### config.mk
export PLATFORM = sky130hd
export DESIGN_NAME = param_adder_pipe_flat
export DESIGN_NICKNAME = d
export VERILOG_FILES = /design/src/rtl/param_adder_pkg.sv /design/src/rtl/param_adder_pipe_if.sv /design/src/rtl/adder_csr.sv /design/src/rtl/param_adder_pipe.sv /design/src/flat_wrapper.sv
export SDC_FILE = /design/constraint.sdc
export NUM_CORES = 1
export LEC_CHECK = 0
export CAP_MARGIN = 20
export CORE_MARGIN = 5
export CORE_UTILIZATION = 57
export DETAILED_ROUTE_END_ITERATION = 7
export PLACE_DENSITY = 0.8
export RECOVER_POWER = 25
export SYNTH_ARGS = -nofsm -noshare
export SYNTH_HDL_FRONTEND = slang
export SYNTH_SLANG_ARGS = --single-unit
### constraint.sdc
create_clock -name clk -period 2.29 [get_ports clk]
set_input_delay 0.458 -clock clk [delete_from_list [all_inputs] [get_ports clk]]
set_output_delay 0.458 -clock clk [all_outputs]
set_load 0.1 [all_outputs]
### src/rtl/param_adder_pkg.sv
// param_adder_pkg: shared register map, control bit indices and status bit index for param_adder_pipe
package param_adder_pkg;
  localparam int ADDR_CONTROL = 0;
  localparam int ADDR_OFFSET = 1;
  localparam int ADDR_GENERAL = 2;
  localparam int ADDR_STATUS = 3;
  localparam int ADDR_RESULT_COUNT = 4;
  localparam int CTRL_OFF_EN = 0;
  localparam int CTRL_SUB = 1;
  localparam int CTRL_SAT = 2;
  localparam int CTRL_W = 3;
  localparam int STATUS_OVF = 0;
  typedef logic [CTRL_W-1:0] ctrl_t;
endpackage

### src/rtl/param_adder_pipe_if.sv
// param_adder_pipe_if: operand/result valid-ready streams plus Des_* register port
// master = producer/consumer/host side, slave = param_adder_pipe side
interface param_adder_pipe_if #(parameter int WIDTH = 8, parameter int ADDR_W = 3);
  logic in_valid;
  logic in_ready;
  logic [WIDTH-1:0] in_a;
  logic [WIDTH-1:0] in_b;
  logic out_valid;
  logic out_ready;
  logic [WIDTH-1:0] out_sum;
  logic out_carry;
  logic des_req_valid;
  logic des_wr_rd;
  logic [ADDR_W-1:0] des_address;
  logic [WIDTH-1:0] des_value;
  logic [WIDTH-1:0] des_rd_value;
  modport master (
    output in_valid, in_a, in_b, out_ready, des_req_valid, des_wr_rd, des_address, des_value,
    input in_ready, out_valid, out_sum, out_carry, des_rd_value
  );
  modport slave (
    input in_valid, in_a, in_b, out_ready, des_req_valid, des_wr_rd, des_address, des_value,
    output in_ready, out_valid, out_sum, out_carry, des_rd_value
  );
endinterface

### src/rtl/adder_csr.sv
// adder_csr: control/offset/general registers, sticky overflow status, result counter, read mux
// i_req/i_wr/i_addr/i_wdata: register access; i_hs/i_ovf: result handshake and overflowing handshake
// o_ctrl/o_offset: live config to the pipeline; o_rd_value: combinational read data
module adder_csr
  import param_adder_pkg::*;
#(
  parameter int WIDTH = 8,
  parameter int ADDR_W = 3
) (
  input  logic              clk,
  input  logic              rst,
  input  logic              i_req,
  input  logic              i_wr,
  input  logic [ADDR_W-1:0] i_addr,
  input  logic [WIDTH-1:0]  i_wdata,
  input  logic              i_hs,
  input  logic              i_ovf,
  output ctrl_t             o_ctrl,
  output logic [WIDTH-1:0]  o_offset,
  output logic [WIDTH-1:0]  o_rd_value
);
  ctrl_t r_ctrl;
  logic [WIDTH-1:0] r_offset, r_general, r_count;
  logic r_ovf;
  logic w_we, w_rd, w_ctl, w_off, w_gen, w_sts, w_cnt;
  assign w_we = i_req && i_wr;
  assign w_rd = i_req && !i_wr;
  assign w_ctl = i_addr == ADDR_W'(ADDR_CONTROL);
  assign w_off = i_addr == ADDR_W'(ADDR_OFFSET);
  assign w_gen = i_addr == ADDR_W'(ADDR_GENERAL);
  assign w_sts = i_addr == ADDR_W'(ADDR_STATUS);
  assign w_cnt = i_addr == ADDR_W'(ADDR_RESULT_COUNT);
  assign o_ctrl = r_ctrl;
  assign o_offset = r_offset;
  assign o_rd_value = !w_rd ? '0 :
                      w_ctl ? WIDTH'(r_ctrl) :
                      w_off ? r_offset :
                      w_gen ? r_general :
                      w_sts ? WIDTH'(r_ovf) << STATUS_OVF :
                      w_cnt ? r_count : '0;
  always_ff @(posedge clk) begin
    if (rst) begin
      r_ctrl <= '0;
      r_offset <= '0;
      r_general <= '0;
      r_ovf <= 1'b0;
      r_count <= '0;
    end else begin
      if (w_we && w_ctl) r_ctrl <= i_wdata[CTRL_W-1:0];
      if (w_we && w_off) r_offset <= i_wdata;
      if (w_we && w_gen) r_general <= i_wdata;
      // a new overflow beats a simultaneous write-1-to-clear
      r_ovf <= i_ovf || (r_ovf && !(w_we && w_sts && i_wdata[STATUS_OVF]));
      // any write clears, and wins over a coincident handshake
      r_count <= (w_we && w_cnt) ? '0 : r_count + WIDTH'(i_hs);
    end
  end
endmodule

### src/rtl/param_adder_pipe.sv
// param_adder_pipe: pipelined unsigned add/subtract with optional offset and saturation
// clk/rst: clock, synchronous active-high reset; bus: operand/result streams and register port
module param_adder_pipe
  import param_adder_pkg::*;
#(
  parameter int WIDTH = 8,
  parameter int ADDR_W = 3
) (
  input logic clk,
  input logic rst,
  param_adder_pipe_if.slave bus
);
  ctrl_t w_ctrl, r1_ctrl;
  logic [WIDTH-1:0] w_offset, r1_a, r1_b, r1_off, r2_off, r_sum;
  logic [WIDTH+1:0] r2_sum;
  logic [WIDTH+2:0] r3_sum;
  logic r1_v, r2_v, r3_v, r_out_v, r2_sat, r3_sat, r_carry;
  logic w_adv, w_hs, w_hi, w_lo;
  // every stage moves together; a stalled output freezes the whole pipe
  assign w_adv = !r_out_v || bus.out_ready;
  assign w_hs = r_out_v && bus.out_ready;
  assign bus.in_ready = w_adv;
  assign bus.out_valid = r_out_v;
  assign bus.out_sum = r_sum;
  assign bus.out_carry = r_carry;
  // r3_sum is two's complement one bit wider than r2_sum so offset on top of a full add cannot wrap
  assign w_lo = r3_sum[WIDTH+2];
  assign w_hi = !w_lo && |r3_sum[WIDTH+1:WIDTH];
  always_ff @(posedge clk) begin
    if (rst) begin
      r1_v <= 1'b0;
      r1_a <= '0;
      r1_b <= '0;
      r1_ctrl <= '0;
      r1_off <= '0;
      r2_v <= 1'b0;
      r2_sum <= '0;
      r2_off <= '0;
      r2_sat <= 1'b0;
      r3_v <= 1'b0;
      r3_sum <= '0;
      r3_sat <= 1'b0;
      r_out_v <= 1'b0;
      r_sum <= '0;
      r_carry <= 1'b0;
    end else if (w_adv) begin
      r1_v <= bus.in_valid;
      r1_a <= bus.in_a;
      r1_b <= bus.in_b;
      r1_ctrl <= w_ctrl;
      r1_off <= w_offset;
      r2_v <= r1_v;
      r2_sum <= r1_ctrl[CTRL_SUB] ? {2'b0, r1_a} - {2'b0, r1_b} : {2'b0, r1_a} + {2'b0, r1_b};
      r2_off <= r1_ctrl[CTRL_OFF_EN] ? r1_off : '0;
      r2_sat <= r1_ctrl[CTRL_SAT];
      r3_v <= r2_v;
      r3_sum <= {r2_sum[WIDTH+1], r2_sum} + {3'b0, r2_off};
      r3_sat <= r2_sat;
      r_out_v <= r3_v;
      r_sum <= r3_sat ? (w_hi ? '1 : w_lo ? '0 : r3_sum[WIDTH-1:0]) : r3_sum[WIDTH-1:0];
      r_carry <= w_hi || w_lo;
    end
  end
  adder_csr #(.WIDTH(WIDTH), .ADDR_W(ADDR_W)) u_csr (
    .clk(clk),
    .rst(rst),
    .i_req(bus.des_req_valid),
    .i_wr(bus.des_wr_rd),
    .i_addr(bus.des_address),
    .i_wdata(bus.des_value),
    .i_hs(w_hs),
    .i_ovf(w_hs && r_carry),
    .o_ctrl(w_ctrl),
    .o_offset(w_offset),
    .o_rd_value(bus.des_rd_value)
  );
endmodule

### src/flat_wrapper.sv
// flat-port wrapper written by rule: the top's interface ports become plain ports
module param_adder_pipe_flat import param_adder_pkg::*;
#(
  parameter int WIDTH = 8,
  parameter int ADDR_W = 3
)
  (clk, rst, bus_in_valid, bus_in_a, bus_in_b, bus_out_ready, bus_des_req_valid, bus_des_wr_rd, bus_des_address, bus_des_value, bus_in_ready, bus_out_valid, bus_out_sum, bus_out_carry, bus_des_rd_value);
  param_adder_pipe_if #(.WIDTH(WIDTH), .ADDR_W(ADDR_W)) bus_i ();
  input logic clk;
  input logic rst;
  input wire logic [$bits(bus_i.in_valid)-1:0] bus_in_valid;
  input wire logic [$bits(bus_i.in_a)-1:0] bus_in_a;
  input wire logic [$bits(bus_i.in_b)-1:0] bus_in_b;
  input wire logic [$bits(bus_i.out_ready)-1:0] bus_out_ready;
  input wire logic [$bits(bus_i.des_req_valid)-1:0] bus_des_req_valid;
  input wire logic [$bits(bus_i.des_wr_rd)-1:0] bus_des_wr_rd;
  input wire logic [$bits(bus_i.des_address)-1:0] bus_des_address;
  input wire logic [$bits(bus_i.des_value)-1:0] bus_des_value;
  output wire logic [$bits(bus_i.in_ready)-1:0] bus_in_ready;
  output wire logic [$bits(bus_i.out_valid)-1:0] bus_out_valid;
  output wire logic [$bits(bus_i.out_sum)-1:0] bus_out_sum;
  output wire logic [$bits(bus_i.out_carry)-1:0] bus_out_carry;
  output wire logic [$bits(bus_i.des_rd_value)-1:0] bus_des_rd_value;
  assign bus_i.in_valid = bus_in_valid;
  assign bus_i.in_a = bus_in_a;
  assign bus_i.in_b = bus_in_b;
  assign bus_i.out_ready = bus_out_ready;
  assign bus_i.des_req_valid = bus_des_req_valid;
  assign bus_i.des_wr_rd = bus_des_wr_rd;
  assign bus_i.des_address = bus_des_address;
  assign bus_i.des_value = bus_des_value;
  assign bus_in_ready = bus_i.in_ready;
  assign bus_out_valid = bus_i.out_valid;
  assign bus_out_sum = bus_i.out_sum;
  assign bus_out_carry = bus_i.out_carry;
  assign bus_des_rd_value = bus_i.des_rd_value;
  param_adder_pipe #(.WIDTH(WIDTH), .ADDR_W(ADDR_W)) u_core (.clk(clk), .rst(rst), .bus(bus_i));
endmodule
Word level (Yosys, flattened, before mapping)
Index checks and enable logic that the tools add are counted.
{ "op_classes": {"n_addsub": 4, "mul": 0, "div": 0, "magnitude_cmp": 0, "n_eq_ne": 4, "n_shift": 0, "mux": 11, "bitwise_logic": 0, "reduce_logical": 22} }
{ "op_table": {"columns": ["cell", "count"], "rows": [
  ["two-way mux 8 bit", 10],
  ["logical AND 1 bit", 12],
  ["adder 10 x 9 -> 11 bit", 1],
  ["two-way mux 10 bit", 1],
  ["adder 8 x 8 -> 9 bit", 1],
  ["subtractor 8 x 8 -> 9 bit", 1],
  ["adder 8 x 1 -> 8 bit", 1],
  ["== test 3 x 2 -> 1 bit, second input constant", 2],
  ["zero test 1 bit", 4],
  ["OR reduction 2 bit", 2],
  ["== test 3 x 1 -> 1 bit, second input constant", 1],
  ["== test 3 bit, second input constant", 1],
  ["zero test 3 bit", 1],
  ["logical OR 1 bit", 3]
]} }
{ "word_totals": {"register_bits": 99, "latch_bits": 0, "ram_bits": 0, "mem_bits_ro": 0, "in_bits": 33, "out_inout_bits": 19, "mem_count": 0} }

Logic depth before layout (Yosys ltp)
{ "logic_depth": {"ltp_word": 7, "mapped_depth": 9} }

Hierarchy
Synthesis repeated with hierarchy kept, for this count alone.
{ "unflattened": {"cells_unflattened": 637, "area_unflattened_um2": 5126.2} }
{ "modules_own_cells": {"columns": ["mod", "n_inst", "cells_per_inst", "area_per_inst_um2", "seq_area_each_um2"], "rows": [
  ["param_adder_pipe", 1, 451, 3608.5, 1421.4],
  ["adder_csr", 1, 186, 1517.7, 560.5]
]} }

Least setup slack after synthesis
OpenSTA, ideal clock, no wires.
{ "synth_timing": {"kind": "in2out", "startpoint": "in bus_des_address[1]", "endpoint": "out bus_des_rd_value[6]", "arrival_time_ns": 3.200, "setup_slack_ns": -1.368, "cell_stages": 6, "path_buffers": 1, "cell_sequence": "buf_2 > nor2b_1 > nand2_1 > a21oi_1 > a21oi_1 > nor3_1"} }
{ "synth_via": {"elab_chain_cells": 7, "word_cells_on_any_way": 11} }
{ "synth_rtl": {"columns": ["item", "line", "source"], "rows": [
  ["from (decl)", "flat_wrapper.sv:17", "input wire logic [$bits(bus_i.des_address)-1:0] bus_des_address;"],
  ["== test 3 bit", "adder_csr.sv:32", "assign w_cnt = i_addr == ADDR_W'(ADDR_RESULT_COUNT);"],
  ["two-way mux 8 bit", "adder_csr.sv:40", "w_cnt ? r_count : '0;"],
  ["two-way mux 8 bit", "adder_csr.sv:39", "w_sts ? WIDTH'(r_ovf) << STATUS_OVF :"],
  ["two-way mux 8 bit", "adder_csr.sv:38", "w_gen ? r_general :"],
  ["two-way mux 8 bit", "adder_csr.sv:37", "w_off ? r_offset :"],
  ["two-way mux 8 bit (*)", "adder_csr.sv:36", "w_ctl ? WIDTH'(r_ctrl) :"],
  ["two-way mux 8 bit (*)", "adder_csr.sv:35", "assign o_rd_value = !w_rd ? '0 :"],
  ["to (decl)", "flat_wrapper.sv:23", "output wire logic [$bits(bus_i.des_rd_value)-1:0] bus_des_rd_value;"]
]} }
Every way passes the cells marked *; elsewhere a longest branch is shown, timed or not.

Worst setup path after layout
{ "layout_timing": {"startpoint": "in bus_des_req_valid", "endpoint": "out bus_des_rd_value[0]"} }
{ "layout_via": {"elab_chain_cells": 2} }
{ "layout_rtl": {"columns": ["item", "line", "source"], "rows": [
  ["from (decl)", "flat_wrapper.sv:15", "input wire logic [$bits(bus_i.des_req_valid)-1:0] bus_des_req_valid;"],
  ["logical AND 1 bit", "adder_csr.sv:27", "assign w_rd = i_req && !i_wr;"],
  ["two-way mux 8 bit", "adder_csr.sv:35", null]
]} }
Every way passes these cells.

==> results list <==
- From left edge to right edge, the die measures 102.4 microns.
* Met1 track demand over resource: 28.43%
- I/O pins: 52
- The worst setup path is captured at an output port.
- DRC violation total after the first TritonRoute iteration: 193
- In the final routed layout, each cell accounts on average for 14.45 microns.
- Dominant combinational cell family by area after synthesis: simple AND/OR/NAND/NOR gates
- For the worst setup path, the data required time is 1.83 ns.
* Yosys warns: 0
* Standard cell core area: 8258 sq um
- The final count of pins violating max slew was 0.
* DP Area: 5678 sq um
* Setup slack after placement: -0.2457 ns
- Post-synthesis cell type with the largest combined area: sky130_fd_sc_hd__dfxtp_1
* Post-layout net count: 706
* Summed instance area of the synthesized netlist: 4870 sq um
- The worst path meets setup with 0.06919 ns of slack.
- Most frequent cell after synthesis: sky130_fd_sc_hd__nand2_1
- Class of the worst hold path: reg -> reg
- Counting I/O delays and the setup requirement, the final critical path takes 2.221 ns.
- Number of hold violations in the final report: 0
- Post-synthesis instance total: 597
* DIE HEIGHT: 102.4 microns
- TritonCTS clock tree: done
- Root buf cell: sky130_fd_sc_hd__clkbuf_8
* Via density per instance: 5.611
* Post-synthesis mux area share: 5.139%
* Total negative setup slack: 0 ns
* Number of unique standard cell types used by synthesis: 54
- Synthesized-area fraction occupied by and/or/nand/nor cells: 20.66%
- Fraction of the mapped netlist area in adder cells: 7.914%
- At the pin with the least slew margin, the transition time is 0.8851 ns.
- Data arrives at the worst endpoint at 1.76 ns.
* Area fraction in compound gates after synthesis: 17.75%
* CTS sink cnt: 99
- Layer carrying the most global-route usage: met2
- In the synthesized netlist the dominant register cell turns out to be sky130_fd_sc_hd__dfxtp_1.
* Maximum resistive drop on vdd: 0.3656 mV
- Fraction of registers with async set or reset after synthesis: 0%
* Area growth from synthesis to final layout: 19.68%
* Post-cts sizing count: 3
- Result of the run: finished clean
- Worst-case clock buffer depth: 2
- Sequential share of the synthesized area: 40.70%
- Top cells by area in the synthesized netlist: sky130_fd_sc_hd__dfxtp_1 41%, sky130_fd_sc_hd__a21oi_1 9.5%, sky130_fd_sc_hd__nand2_1 8.6%, sky130_fd_sc_hd__ha_1 6.7%, sky130_fd_sc_hd__mux2i_1 5.1%
- Across all layers, the routed design uses 4,231 vias.
- The number of antenna violations at the first check in global routing is 0.
- The die covers 10,490 sq um.
- Summed over all nets, the half-perimeter wirelength after detailed placement is 8250 microns.
- In this run the post-CTS setup repair buffer count came out at 0.
- The congestion estimate from routability-driven global placement came to 0.9899.
- Clock latency on the worst-skew pair: 0.37 ns
- DRC errors left: 0
* Final worst clock skew: 0.008770 ns
- Synthesis inferred 99 register bits.
* CP Launch Type: input pin
- Number of rows in the core area: 33
- Clock-pin slew was measured on the worst setup and hold paths at 0.10 ns.
* Leakage power: 2.303 nW
* Routing usage on met2: 36.40%
* Pwr per Cell Area: 582.3 nW/um^2
- Buffers inserted to repair hold after CTS numbered 0.
- The number of nets handed over by synthesis was 659.
- The tool flagged a number of max-cap violations equal to 0.
- In this run the remaining antenna-violating nets after routing total 0.
- Design area: 5828 sq um
- Upper clock frequency limit: 0.4503 GHz
- By startpoint and endpoint, the worst setup path is classified as in -> out.
* Inserted Diodes: 0
* First drt pass iteration count: 5
* Final setup violating endpoints: 0
- Initial core utilization: 58.97%
- Cells with a size suffix above 1 make up 12.17% of the layout.
* All-layer global routing usage: 21.78%
- The H-tree was split into 3 levels.
* Fraction of met3 tracks used by global routing: 4.164%
* Area fraction of the dominant cell type after synthesis: 40.70%
- Xor/xnor share of the synthesized area: 3.237%
- In this run the worst path has a maximum fanout of 3.
- During placement, the flow inserted port buffers numbering 51.
- Global routing finished with a remaining overflow of 0.
* Via count of the first global-routing pass: 4,070
* Most numerous cell types in the synthesized netlist: 112 x sky130_fd_sc_hd__nand2_1, 99 x sky130_fd_sc_hd__dfxtp_1, 92 x sky130_fd_sc_hd__a21oi_1, 50 x sky130_fd_sc_hd__nor2_1, 26 x sky130_fd_sc_hd__ha_1
* Clock buffers created by TritonCTS: 9
* Number of flops mapped to enable cells by yosys: 0
* Period utilisation layout: 96.98%
- Mean area per synthesized cell: 8.157 sq um
* Relative slew slack: 40.78%
- Setup repair after global routing left no endpoint under its margin.
- Maximum number of pins on one net before global-route repair: 45
* Total length of routed wires: 10,890 microns
* Wire length of the first global-routing pass: 18,410 microns
layer usage:
layer / share of wire, % / vias up
met2: 50 / 85
li1: - / 2121
met1: 45 / 2004
met5: 0 / -
met4: 1.6 / 0
met3: 4.2 / 21
sequential cells by signal (all words and copies together) (netlist names), 8 cells and up:
name                    cells
u_core.r1_a                 8
u_core.u_csr.r_count        8
u_core.r1_b                 8
u_core.r2_off               8
u_core.r3_sum              11
u_core.r2_sum              10
u_core.u_csr.o_offset       8
u_core.bus.out_sum          8
u_core.u_csr.r_general      8
u_core.r1_off               8
final timing paths:
kind	depth (start not counted)	from	slack (ns)	end
min reg2reg	2	u_core.bus.out_sum[2]$_SDFFE_PP0P_	0.45	u_core.bus.out_sum[2]$_SDFFE_PP0P_
max	5	bus_des_req_valid	0.07	bus_des_rd_value[0]
max reg2reg	9	u_core.r1_a[0]$_SDFFE_PP0P_	0.13	u_core.r2_sum[6]$_SDFFE_PP0P_
min	2	u_core.bus.out_sum[2]$_SDFFE_PP0P_	0.45	u_core.bus.out_sum[2]$_SDFFE_PP0P_
logic make-up after synthesis:
| logic type | count (synthesis) |
|---|---|
| AOI/OAI and AO/OA | 146 |
| xor gates and xnor gates | 18 |
| adders and majority gates | 29 |
| buffers and inverters | 53 |
| DFF | 99 |
| muxes | 25 |
| and+or+nand+nor | 227 |
critical path, cell delays in order:
cell and delay [ns]:
sky130_fd_sc_hd__dlygate4sd3_1 0.58, sky130_fd_sc_hd__nand2b_1 0.08, sky130_fd_sc_hd__buf_4 0.17, sky130_fd_sc_hd__a211oi_4 0.26, sky130_fd_sc_hd__buf_12 0.21
layout by cell type, fill, tap and decap left out, drive strengths merged, types with 2 or more instances in the layout:
master	synthesis	final
a211oi	12	12
a21o	3	3
a21oi	93	93
a31oi	3	3
and2	2	2
and3	3	3
buf	17	31
clkbuf	19	21
clkdlybuf4s50	0	26
clkinv	0	2
dfxtp	99	99
dlygate4sd2	0	2
dlygate4sd3	0	2
fa	3	3
ha	26	26
inv	17	21
mux2i	25	25
nand2	112	112
nand2b	9	9
nand3	18	18
nand3b	4	4
nor2	52	52
nor2b	5	5
nor3	12	12
nor3b	3	3
nor4	3	3
o21a	4	4
o21ai	17	17
o21ba	2	2
o21bai	3	3
o41ai	2	2
or2	2	2
xnor2	11	11
xor2	7	7
where the power goes:
part	internal, mW	leakage [nW]	total (mW)	switching (mW)
clock	0.448	0.0998	1.09	0.642
sequential	1.78	0.806	1.82	0.0415
combinational	0.201	1.40	0.485	0.285
total	2.43	2.30	3.39	0.968
stage by stage:
step	std cells	utilization (%)	total power, mW	hold WS (ns)
6_report	754	70.58	3.394	0.4539
5_1_grt	754	70.58	3.541	0.4721
4_1_cts	754	71.05	3.422	0.4561
3_5_place_dp	738	68.76	2.349	0.4425
3_3_place_gp	738	68.76	2.331	0.4355
2_1_floorplan	597	-	2.187	0.4287
final cells by class:
class                   instances  area (sq um)
multi-input cells             445          2765
fillers                       679          2430
flip-flops and latches         99          1982
repair buffers                 72         693.2
clock buffers                  10         137.6
well taps                     105         131.4
inverters                      17         63.81
clock inverters                 6         55.05
Note: power is estimated with default switching activity, not from simulation.
